--- src/rtl/icache_controller_if.sv ---
// Bundles the CPU fetch port, backing-memory port and cache-set datapath port of the icache controller.
// Latency: none, wiring only.
// Backpressure: carried by o_ready (CPU side) and o_mem_rd/i_mem_ack (memory side).
interface icache_controller_if #(
    parameter int ADDR_WIDTH   = 32,
    parameter int DATA_WIDTH   = 32,
    parameter int INDEX_WIDTH  = 6,
    parameter int OFFSET_WIDTH = 2
);
    localparam int TAG_WIDTH = ADDR_WIDTH - INDEX_WIDTH - OFFSET_WIDTH;

    // CPU fetch side
    logic                   i_rd;
    logic [ADDR_WIDTH-1:0]  i_addr;
    logic                   i_flush;
    logic                   o_ready;
    logic                   o_valid;
    logic [DATA_WIDTH-1:0]  o_data;
    logic                   o_busy;

    // backing memory side
    logic                   o_mem_rd;
    logic [ADDR_WIDTH-1:0]  o_mem_addr;
    logic                   i_mem_ack;
    logic [DATA_WIDTH-1:0]  i_mem_data;

    // cache-set datapath side
    logic [INDEX_WIDTH-1:0] o_set_index;
    logic [TAG_WIDTH-1:0]   o_set_tag;
    logic                   o_set_wr;
    logic                   o_set_cl;
    logic [DATA_WIDTH-1:0]  o_set_data;
    logic [DATA_WIDTH-1:0]  i_set_data;
    logic                   i_set_hit;

    // controller side
    modport slave (
        input  i_rd, i_addr, i_flush, i_mem_ack, i_mem_data, i_set_data, i_set_hit,
        output o_ready, o_valid, o_data, o_busy, o_mem_rd, o_mem_addr,
               o_set_index, o_set_tag, o_set_wr, o_set_cl, o_set_data
    );

    // CPU / memory / datapath environment side
    modport master (
        output i_rd, i_addr, i_flush, i_mem_ack, i_mem_data, i_set_data, i_set_hit,
        input  o_ready, o_valid, o_data, o_busy, o_mem_rd, o_mem_addr,
               o_set_index, o_set_tag, o_set_wr, o_set_cl, o_set_data
    );
endinterface

--- src/rtl/icache_controller.sv ---
// Sequencing FSM for a direct-mapped read-only icache around one cache-set datapath.
// Latency: hit 1 cycle after acceptance, miss 2 + memory latency; invalidate sweep 2^INDEX_WIDTH cycles.
// Backpressure: o_ready low during sweeps, misses and flush requests; o_mem_rd held until i_mem_ack.
module icache_controller #(
    parameter int ADDR_WIDTH   = 32,
    parameter int DATA_WIDTH   = 32,
    parameter int INDEX_WIDTH  = 6,
    parameter int OFFSET_WIDTH = 2
) (
    input  logic               i_clock,
    input  logic               i_reset,
    icache_controller_if.slave bus
);
    localparam int TAG_WIDTH  = ADDR_WIDTH - INDEX_WIDTH - OFFSET_WIDTH;
    localparam int WORD_WIDTH = ADDR_WIDTH - OFFSET_WIDTH;
    localparam logic [INDEX_WIDTH-1:0] SWEEP_ONE  = 1;
    localparam logic [INDEX_WIDTH-1:0] SWEEP_LAST = '1;

    typedef enum logic [2:0] {
        ST_INIT,
        ST_IDLE,
        ST_LOOKUP,
        ST_FILL,
        ST_FLUSH
    } state_t;

    state_t                 state;
    logic [INDEX_WIDTH-1:0] sweep_cnt;
    logic [WORD_WIDTH-1:0]  word_q;        // latched fetch address, byte offset dropped
    logic                   flush_pending; // flush seen mid-fill, honoured once the fill lands
    logic                   mem_rd_q;

    logic [WORD_WIDTH-1:0]  word_in;
    assign word_in = bus.i_addr[ADDR_WIDTH-1:OFFSET_WIDTH];

    // byte-offset bits never select anything in a word-wide line
    wire unused_offset = ^bus.i_addr[OFFSET_WIDTH-1:0];

    function automatic logic [INDEX_WIDTH-1:0] idx_of(input logic [WORD_WIDTH-1:0] w);
        return w[INDEX_WIDTH-1:0];
    endfunction

    function automatic logic [TAG_WIDTH-1:0] tag_of(input logic [WORD_WIDTH-1:0] w);
        return w[WORD_WIDTH-1 -: TAG_WIDTH];
    endfunction

    // state sequencing, sweep counter, address latch and the memory read request
    always_ff @(posedge i_clock or negedge i_reset) begin
        if (!i_reset) begin
            state         <= ST_INIT;
            sweep_cnt     <= '0;
            word_q        <= '0;
            flush_pending <= 1'b0;
            mem_rd_q      <= 1'b0;
        end else begin
            case (state)
                ST_INIT, ST_FLUSH: begin
                    sweep_cnt <= sweep_cnt + SWEEP_ONE;
                    if (sweep_cnt == SWEEP_LAST) begin
                        state <= ST_IDLE;
                    end
                end
                ST_IDLE: begin
                    if (bus.i_flush) begin
                        state         <= ST_FLUSH;
                        flush_pending <= 1'b0;
                    end else if (bus.i_rd) begin
                        word_q <= word_in;
                        state  <= ST_LOOKUP;
                    end
                end
                ST_LOOKUP: begin
                    if (bus.i_set_hit) begin
                        if (bus.i_rd && !bus.i_flush) begin
                            word_q <= word_in;
                        end else if (bus.i_flush) begin
                            state         <= ST_FLUSH;
                            flush_pending <= 1'b0;
                        end else begin
                            state <= ST_IDLE;
                        end
                    end else begin
                        state    <= ST_FILL;
                        mem_rd_q <= 1'b1;
                    end
                end
                ST_FILL: begin
                    if (bus.i_mem_ack) begin
                        mem_rd_q      <= 1'b0;
                        flush_pending <= 1'b0;
                        if (flush_pending || bus.i_flush) begin
                            state <= ST_FLUSH;
                        end else begin
                            state <= ST_IDLE;
                        end
                    end else if (bus.i_flush) begin
                        flush_pending <= 1'b1;
                    end
                end
                default: begin
                    state <= ST_INIT;
                end
            endcase
        end
    end

    assign bus.o_mem_rd   = mem_rd_q;
    assign bus.o_mem_addr = {word_q, {OFFSET_WIDTH{1'b0}}};

    // CPU and datapath outputs decoded from state; everything is forced low while reset is held
    always_comb begin
        bus.o_ready     = 1'b0;
        bus.o_valid     = 1'b0;
        bus.o_data      = '0;
        bus.o_busy      = 1'b0;
        bus.o_set_index = '0;
        bus.o_set_tag   = '0;
        bus.o_set_wr    = 1'b0;
        bus.o_set_cl    = 1'b0;
        bus.o_set_data  = '0;
        if (i_reset) begin
            case (state)
                ST_INIT, ST_FLUSH: begin
                    bus.o_busy      = 1'b1;
                    bus.o_set_cl    = 1'b1;
                    bus.o_set_index = sweep_cnt;
                end
                ST_IDLE: begin
                    bus.o_ready     = !bus.i_flush;
                    bus.o_set_index = idx_of(word_in);
                    bus.o_set_tag   = tag_of(word_in);
                end
                ST_LOOKUP: begin
                    // the compare uses the latched tag while the index already points at the next fetch
                    bus.o_set_tag = tag_of(word_q);
                    if (bus.i_set_hit) begin
                        bus.o_set_index = idx_of(word_in);
                        bus.o_valid     = 1'b1;
                        bus.o_data      = bus.i_set_data;
                        bus.o_ready     = !bus.i_flush;
                    end else begin
                        bus.o_set_index = idx_of(word_q);
                    end
                end
                ST_FILL: begin
                    bus.o_set_index = idx_of(word_q);
                    bus.o_set_tag   = tag_of(word_q);
                    if (bus.i_mem_ack) begin
                        bus.o_set_wr   = 1'b1;
                        bus.o_set_data = bus.i_mem_data;
                        bus.o_valid    = 1'b1;
                        bus.o_data     = bus.i_mem_data;
                    end
                end
                default: begin
                end
            endcase
        end
    end
endmodule

--- src/flat_wrapper.sv ---
// flat-port wrapper written by rule: the top's interface ports become plain ports
module icache_controller_flat 
#(
    parameter int ADDR_WIDTH   = 32,
    parameter int DATA_WIDTH   = 32,
    parameter int INDEX_WIDTH  = 6,
    parameter int OFFSET_WIDTH = 2
)
  (i_clock, i_reset, bus_i_rd, bus_i_addr, bus_i_flush, bus_i_mem_ack, bus_i_mem_data, bus_i_set_data, bus_i_set_hit, bus_o_ready, bus_o_valid, bus_o_data, bus_o_busy, bus_o_mem_rd, bus_o_mem_addr, bus_o_set_index, bus_o_set_tag, bus_o_set_wr, bus_o_set_cl, bus_o_set_data);
  icache_controller_if #(.ADDR_WIDTH(ADDR_WIDTH), .DATA_WIDTH(DATA_WIDTH), .INDEX_WIDTH(INDEX_WIDTH), .OFFSET_WIDTH(OFFSET_WIDTH)) bus_i ();
  input  logic i_clock;
  input  logic i_reset;
  input wire logic [$bits(bus_i.i_rd)-1:0] bus_i_rd;
  input wire logic [$bits(bus_i.i_addr)-1:0] bus_i_addr;
  input wire logic [$bits(bus_i.i_flush)-1:0] bus_i_flush;
  input wire logic [$bits(bus_i.i_mem_ack)-1:0] bus_i_mem_ack;
  input wire logic [$bits(bus_i.i_mem_data)-1:0] bus_i_mem_data;
  input wire logic [$bits(bus_i.i_set_data)-1:0] bus_i_set_data;
  input wire logic [$bits(bus_i.i_set_hit)-1:0] bus_i_set_hit;
  output wire logic [$bits(bus_i.o_ready)-1:0] bus_o_ready;
  output wire logic [$bits(bus_i.o_valid)-1:0] bus_o_valid;
  output wire logic [$bits(bus_i.o_data)-1:0] bus_o_data;
  output wire logic [$bits(bus_i.o_busy)-1:0] bus_o_busy;
  output wire logic [$bits(bus_i.o_mem_rd)-1:0] bus_o_mem_rd;
  output wire logic [$bits(bus_i.o_mem_addr)-1:0] bus_o_mem_addr;
  output wire logic [$bits(bus_i.o_set_index)-1:0] bus_o_set_index;
  output wire logic [$bits(bus_i.o_set_tag)-1:0] bus_o_set_tag;
  output wire logic [$bits(bus_i.o_set_wr)-1:0] bus_o_set_wr;
  output wire logic [$bits(bus_i.o_set_cl)-1:0] bus_o_set_cl;
  output wire logic [$bits(bus_i.o_set_data)-1:0] bus_o_set_data;
  assign bus_i.i_rd = bus_i_rd;
  assign bus_i.i_addr = bus_i_addr;
  assign bus_i.i_flush = bus_i_flush;
  assign bus_i.i_mem_ack = bus_i_mem_ack;
  assign bus_i.i_mem_data = bus_i_mem_data;
  assign bus_i.i_set_data = bus_i_set_data;
  assign bus_i.i_set_hit = bus_i_set_hit;
  assign bus_o_ready = bus_i.o_ready;
  assign bus_o_valid = bus_i.o_valid;
  assign bus_o_data = bus_i.o_data;
  assign bus_o_busy = bus_i.o_busy;
  assign bus_o_mem_rd = bus_i.o_mem_rd;
  assign bus_o_mem_addr = bus_i.o_mem_addr;
  assign bus_o_set_index = bus_i.o_set_index;
  assign bus_o_set_tag = bus_i.o_set_tag;
  assign bus_o_set_wr = bus_i.o_set_wr;
  assign bus_o_set_cl = bus_i.o_set_cl;
  assign bus_o_set_data = bus_i.o_set_data;
  icache_controller #(.ADDR_WIDTH(ADDR_WIDTH), .DATA_WIDTH(DATA_WIDTH), .INDEX_WIDTH(INDEX_WIDTH), .OFFSET_WIDTH(OFFSET_WIDTH)) u_core (.i_clock(i_clock), .i_reset(i_reset), .bus(bus_i));
endmodule
--- config.mk ---
export PLATFORM = sky130hd
export DESIGN_NAME = icache_controller_flat
export DESIGN_NICKNAME = d
export VERILOG_FILES = /design/src/rtl/icache_controller_if.sv /design/src/rtl/icache_controller.sv /design/src/flat_wrapper.sv
export SDC_FILE = /design/constraint.sdc
export NUM_CORES = 1
export LEC_CHECK = 0
export CAP_MARGIN = 40
export CORE_MARGIN = 3
export CORE_UTILIZATION = 30
export DETAILED_ROUTE_END_ITERATION = 12
export MAX_ROUTING_LAYER = met4
export PLACE_DENSITY = 0.86
export SLEW_MARGIN = 25
export SYNTH_ARGS = -nofsm -noshare
export SYNTH_HDL_FRONTEND = slang
export SYNTH_SLANG_ARGS = --single-unit
--- constraint.sdc ---
create_clock -name i_clock -period 3 [get_ports i_clock]
set_clock_uncertainty 0.05 [all_clocks]
set_input_delay 0.6 -clock i_clock [delete_from_list [all_inputs] [get_ports i_clock]]
set_output_delay 0.6 -clock i_clock [all_outputs]
set_load 0.02 [all_outputs]
# Yosys cells after proc, flatten, opt, wreduce, memory -nomap -nowiden

Cells that the tools add are included.

Output and inout bits: 132
Word-level logic and storage cells: 80
Flip-flop bits (word level): 41

Add/subtract/negate cells: 1
Equal/unequal tests: 16
Mux-type cells: 45
Reductions and logical operators: 13

Operator list:

| operator                                                                 | count |
|---|---|
| 32-bit 2-to-1 mux                                                        | 5 |
| 30-bit 2-to-1 mux                                                        | 4 |
| 32-bit case mux with 2 select lines                                      | 1 |
| 30-bit case mux with 2 select lines                                      | 1 |
| 24-bit case mux with 2 select lines                                      | 1 |
| 24-bit 2-to-1 mux                                                        | 1 |
| 3-bit 2-to-1 mux                                                         | 8 |
| 6-bit case mux with 4 select lines                                       | 1 |
| 1-bit 2-to-1 mux                                                         | 16 |
| 6-bit 2-to-1 mux                                                         | 2 |
| 2-bit inequality test (second input constant)                            | 6 |
| 3-bit case mux with 4 select lines                                       | 1 |
| 3-bit inequality test (second input constant)                            | 3 |
| 4-bit AND reduction                                                      | 2 |
| 6-bit by 1-bit adder with 6-bit output (second input constant)           | 1 |
| 3-bit by 2-bit equality test with 1-bit output (second input constant)   | 2 |
| 6-bit equality test (second input constant)                              | 1 |
| 1-bit case mux with 2 select lines                                       | 3 |
| 5-bit AND reduction                                                      | 1 |
| 2-bit by 1-bit inequality test with 1-bit output (second input constant) | 2 |
| 2-bit nonzero test                                                       | 2 |
| 2-bit OR reduction                                                       | 2 |
| 3-bit by 1-bit equality test with 1-bit output (second input constant)   | 1 |
| 3-bit equality test (second input constant)                              | 1 |
| 7 further kinds                                                          | 7 |

# Longest topological paths before layout

Depth after elaboration: 5
Depth in mapped cells: 6

# Worst setup path before layout

OpenSTA, ideal clock, no wires.

Kind: input to output
From: input bus_i_mem_ack
To: output bus_o_data[10]
Slack: 0.766 ns
Cell stages on the path: 5
Arrival time: 1.584 ns
Required time: 2.350 ns
Cell sequence: and4b_1 > buf_2 > clkbuf_1 > a22oi_1 > nor2_1

Longest elaborated chain between the ends: 3

RTL lines:

| what                                | line                     | source |
|---|---|---|
| start, declared                     | flat_wrapper.sv:16       | `input wire logic [$bits(bus_i.i_mem_ack)-1:0] bus_i_mem_ack;` |
| 32-bit 2-to-1 mux                   | icache_controller.sv:148 | `if (bus.i_mem_ack) begin` |
| 32-bit case mux with 2 select lines | icache_controller.sv:122 | `case (state)` |
| 32-bit 2-to-1 mux                   | icache_controller.sv:121 | `if (i_reset) begin` |
| end, declared                       | flat_wrapper.sv:22       | `output wire logic [$bits(bus_i.o_data)-1:0] bus_o_data;` |

Every way passes these cells.

# Worst setup path after layout

From: input bus_i_mem_ack
To: output bus_o_data[13]

The elaborated chain is that of the path after synthesis.

==> out/summary.json <==
{
  "logic_synthesis": {
    "syn_inst": 341,
    "synth_cell_types": 39,
    "netlist_area_sq_mm": 0.00296,
    "syn_area_per_cell_sq_um": 8.67,
    "yosys_warnings": 0,
    "synth_seq_cells": 41,
    "synth_sequential_area_ratio_pct": 34.7
  },
  "clock_network": {
    "cts_post_setup_buffers_inserted": 0,
    "cts.root.buffer_cell": "sky130_fd_sc_hd__clkbuf_8",
    "cts.sinks": 41,
    "clk_path_buf_depth": 2,
    "cts_made_buffers": 5,
    "cts_tree": "built",
    "clkTransAtPathRegs_ns": 0.07,
    "clock_insertion_delay_worst_skew_ns": 0.29,
    "cts-htree-levels": 2
  },
  "detailed_routing": {
    "initialDrtViolationCount": 232,
    "routed-via-count": 3535,
    "avgViaCountPerCell": 5.09,
    "detail_route.first_pass.iterations": 5,
    "final_antenna_net_count": 0,
    "drt-total-wl_um": 11700,
    "drcViolationCount": 0,
    "wl_per_cell_um": 16.8
  },
  "global_routing": {
    "grt_first_pass_wirelength_um": 18100,
    "grt_pass1_vias": 3396,
    "grt.total_usage_pct": 20.3,
    "largest_net_degree_at_the_start_of_global_routing": 53,
    "initial_antenna_violation_count": 0,
    "globalRoute.totalOverflow": 0
  },
  "power_and_ir_drop": {
    "power.ir.vdd_worst_mv": 0.558,
    "total_leakage_power_nw": 2.77,
    "pwr_cell_area_mw_per_mm2": 568
  },
  "finish": {
    "drive_gt1_share_pct": 11.5,
    "design.final.nets": 668,
    "design_area_sq_mm": 0.00550,
    "area_delta_synth_final_pct": 86.0,
    "num_antenna_cells": 0,
    "fin_util_pct": 58.4,
    "fill_cells": 853
  },
  "critical_path": {
    "crit_fanout": 52,
    "arrival_ns": 2.21,
    "r2r_slack_ns": 1.03,
    "reg_to_reg_start": "u_core.state[0]$_DFFE_PN0P_",
    "rr_endpoint": "u_core.word_q[15]$_DFFE_PN0P_",
    "r2r_cells": 5,
    "critPathLaunchType": "primary input",
    "cp_data_required_time_ns": 2.35,
    "endpoint_kind": "output pin",
    "critical_path_class": "primary input to output pin"
  },
  "placement": {
    "detailedPlace.worstSlack_ns": -0.252,
    "buffer_ports.inserted": 229,
    "post_dp_cell_area_sq_mm": 0.00542,
    "gp_routability_congestion": 0.890,
    "dp_hpwl_um": 9080
  },
  "floorplanning": {
    "initial_utilization_pct": 31.4,
    "floorplan.die_area_sq_mm": 0.0111,
    "die_x_um": 105,
    "core_sq_mm": 0.00942,
    "core.rowCount": 35,
    "height_of_the_die_um": 105,
    "number_of_placed_i_o_pins": 234
  },
  "sta": {
    "post-route-period-util_pct": 95.3,
    "slew_violations": 0,
    "grt_setup_unrepaired": "no",
    "clock.fmax_ghz": 0.350,
    "postLayoutSetupSlackWorst_ns": 0.141,
    "finalSetupViolations": 0,
    "final_period_minus_worst_setup_slack_ns": 2.86,
    "hold_vio_cnt_final": 0,
    "setup_tns_ns": 0
  },
  "run_status": {
    "status": "finished, final reports clean"
  },
  "hold_path": {
    "class_of_the_worst_hold_path": "primary input to async pin"
  },
  "job": {
    "drv_cap": 0
  }
}
==> worst max-delay path, cell delays in order <==
cell and delay (ns):
sky130_fd_sc_hd__clkdlybuf4s50_1 0.49, sky130_fd_sc_hd__and4b_2 0.27, sky130_fd_sc_hd__buf_12 0.22, sky130_fd_sc_hd__a22oi_1 0.11, sky130_fd_sc_hd__nor2_1 0.14, sky130_fd_sc_hd__dlygate4sd2_1 0.36
==> worst max path at each step <==
| stage | start | to | cells after the start |
|---|---|---|---|
| 6_report | bus_i_mem_ack | bus_o_data[13] | 6 |
| 4_1_cts | bus_i_mem_ack | bus_o_set_data[25] | 5 |
| 3_5_place_dp | bus_i_set_hit | bus_o_set_index[3] | 7 |
| 5_1_grt | u_core.state[0]$_DFFE_PN0P_ | bus_o_set_tag[10] | 6 |
| 3_3_place_gp | bus_i_set_hit | bus_o_set_index[1] | 7 |
| 2_1_floorplan | bus_i_mem_ack | bus_o_data[10] | 5 |
==> power breakdown <==
part           switching, W  total (W)  internal [W]
clock              0.000207   0.000372      0.000165
sequential         0.000225   0.000999      0.000775
combinational      0.000878    0.00175      0.000873
==> flip-flops by register name, summed over array words and instances (netlist names) <==
register / cells
u_core.flush_pending: 1
u_core.bus.o_mem_rd: 1
u_core.word_q: 30
u_core.state: 3
u_core.sweep_cnt: 6
==> cells by family (layout without fill, tap and decap cells) <==
kind of cell / after synthesis / after routing / share of synthesized area [%]
other: 1 / 2 / 0.127
DFF: 41 / 41 / 34.7
buffers and inverters: 41 / 265 / 7.75
xor gates and xnor gates: 5 / 5 / 1.48
adders and majority gates: 1 / 1 / 0.423
AOI/OAI and AO/OA: 89 / 89 / 21.7
muxes: 31 / 31 / 11.8
and+or+nand+nor: 132 / 132 / 22.0
==> metrics by stage <==
step | total power (W) | cells | hold slack, ns
6_report | 0.00312 | 695 | 0.249
5_1_grt | 0.00332 | 695 | 0.261
4_1_cts | 0.00313 | 695 | 0.250
3_5_place_dp | 0.00276 | 687 | 0.438
3_3_place_gp | 0.00271 | 687 | 0.431
2_1_floorplan | 0.00194 | 342 | 0.254
==> per-layer routing <==
layer | vias up | global-route usage [%] | wire [um]
met4 | 0 | 4.03 | 159
met2 | 122 | 35.7 | 6110
li1 | 1688 | - | -
met1 | 1709 | 24.8 | 4820
met3 | 16 | 3.06 | 582
met5 | - | - | 0
==> synthesized netlist by cell type <==
master	n	area, sq um
sky130_fd_sc_hd__nor2_1	68	255
sky130_fd_sc_hd__o21ai_0	8	40.0
sky130_fd_sc_hd__xnor2_1	3	26.3
sky130_fd_sc_hd__xor2_1	2	17.5
sky130_fd_sc_hd__a21oi_1	8	40.0
sky130_fd_sc_hd__o211ai_1	1	7.51
sky130_fd_sc_hd__buf_2	15	75.1
sky130_fd_sc_hd__o32ai_1	1	8.76
sky130_fd_sc_hd__inv_1	5	18.8
sky130_fd_sc_hd__and2_1	2	12.5
sky130_fd_sc_hd__a31oi_1	3	18.8
sky130_fd_sc_hd__and3_1	35	219
sky130_fd_sc_hd__nor2b_1	5	31.3
sky130_fd_sc_hd__ha_1	1	12.5
sky130_fd_sc_hd__buf_6	5	56.3
sky130_fd_sc_hd__nand3b_1	1	7.51
sky130_fd_sc_hd__a211oi_4	1	20.0
sky130_fd_sc_hd__a22oi_1	59	443
sky130_fd_sc_hd__mux2_2	25	282
sky130_fd_sc_hd__mux2_1	6	67.6
sky130_fd_sc_hd__nor2_2	1	6.26
sky130_fd_sc_hd__and4b_1	1	10.0
sky130_fd_sc_hd__nand2_1	6	22.5
sky130_fd_sc_hd__nor3_2	1	10.0
sky130_fd_sc_hd__nor4_1	1	6.26
sky130_fd_sc_hd__nor3_1	1	5.00
sky130_fd_sc_hd__and3b_1	1	8.76
sky130_fd_sc_hd__nand4_1	2	12.5
sky130_fd_sc_hd__clkbuf_1	11	41.3
sky130_fd_sc_hd__nand2b_1	4	25.0
sky130_fd_sc_hd__o31ai_1	1	7.51
sky130_fd_sc_hd__conb_1	1	3.75
sky130_fd_sc_hd__a222oi_1	3	30.0
sky130_fd_sc_hd__and2b_1	1	7.51
sky130_fd_sc_hd__nand3_1	2	10.0
sky130_fd_sc_hd__o22ai_1	3	18.8
sky130_fd_sc_hd__o21bai_1	1	7.51
sky130_fd_sc_hd__dfrtp_1	41	1030
sky130_fd_sc_hd__buf_4	5	37.5
==> what timing repair did <==
action / in CTS / in global routing
hold buffers: 0 / 0
endpoints found under the setup margin: 89 / 36
resized for setup: 64 / 25
==> cells in the final DEF (no fill, tap or decap), types with 2 or more instances in the layout <==
| cell | count |
|---|---|
| sky130_fd_sc_hd__xnor2_1 | 3 |
| sky130_fd_sc_hd__o22ai_1 | 3 |
| sky130_fd_sc_hd__nor2b_1 | 4 |
| sky130_fd_sc_hd__a21oi_1 | 8 |
| sky130_fd_sc_hd__a31oi_1 | 3 |
| sky130_fd_sc_hd__dfrtp_1 | 38 |
| sky130_fd_sc_hd__nand2_1 | 6 |
| sky130_fd_sc_hd__nand3_1 | 2 |
| sky130_fd_sc_hd__buf_12 | 3 |
| sky130_fd_sc_hd__dlymetal6s2s_1 | 20 |
| sky130_fd_sc_hd__xor2_1 | 2 |
| sky130_fd_sc_hd__dlygate4sd2_1 | 61 |
| sky130_fd_sc_hd__nor2_1 | 68 |
| sky130_fd_sc_hd__nand4_1 | 2 |
| sky130_fd_sc_hd__dfrtp_2 | 3 |
| sky130_fd_sc_hd__a22oi_1 | 59 |
| sky130_fd_sc_hd__buf_4 | 19 |
| sky130_fd_sc_hd__and2_1 | 2 |
| sky130_fd_sc_hd__conb_1 | 2 |
| sky130_fd_sc_hd__clkdlybuf4s50_1 | 147 |
| sky130_fd_sc_hd__mux2_1 | 6 |
| sky130_fd_sc_hd__clkbuf_8 | 5 |
| sky130_fd_sc_hd__a222oi_1 | 3 |
| sky130_fd_sc_hd__mux2_2 | 25 |
| sky130_fd_sc_hd__and3_1 | 35 |
| sky130_fd_sc_hd__o21ai_0 | 7 |
| sky130_fd_sc_hd__nand2b_1 | 4 |
| sky130_fd_sc_hd__inv_1 | 5 |
==> area by class of cell <==
cell class / count / area, sq um / area share [%]
Clock buffer: 5 / 68.8 / 1.25
Timing Repair Buffer: 252 / 2480 / 45.1
Clock inverter: 3 / 21.3 / 0.387
Tap cell: 129 / 161 / 2.94
Sequential cell: 41 / 1030 / 18.7
Inverter: 5 / 18.8 / 0.341
Multi-Input combinational cell: 260 / 1720 / 31.3
No activity file was read; power rests on OpenSTA's default activity.
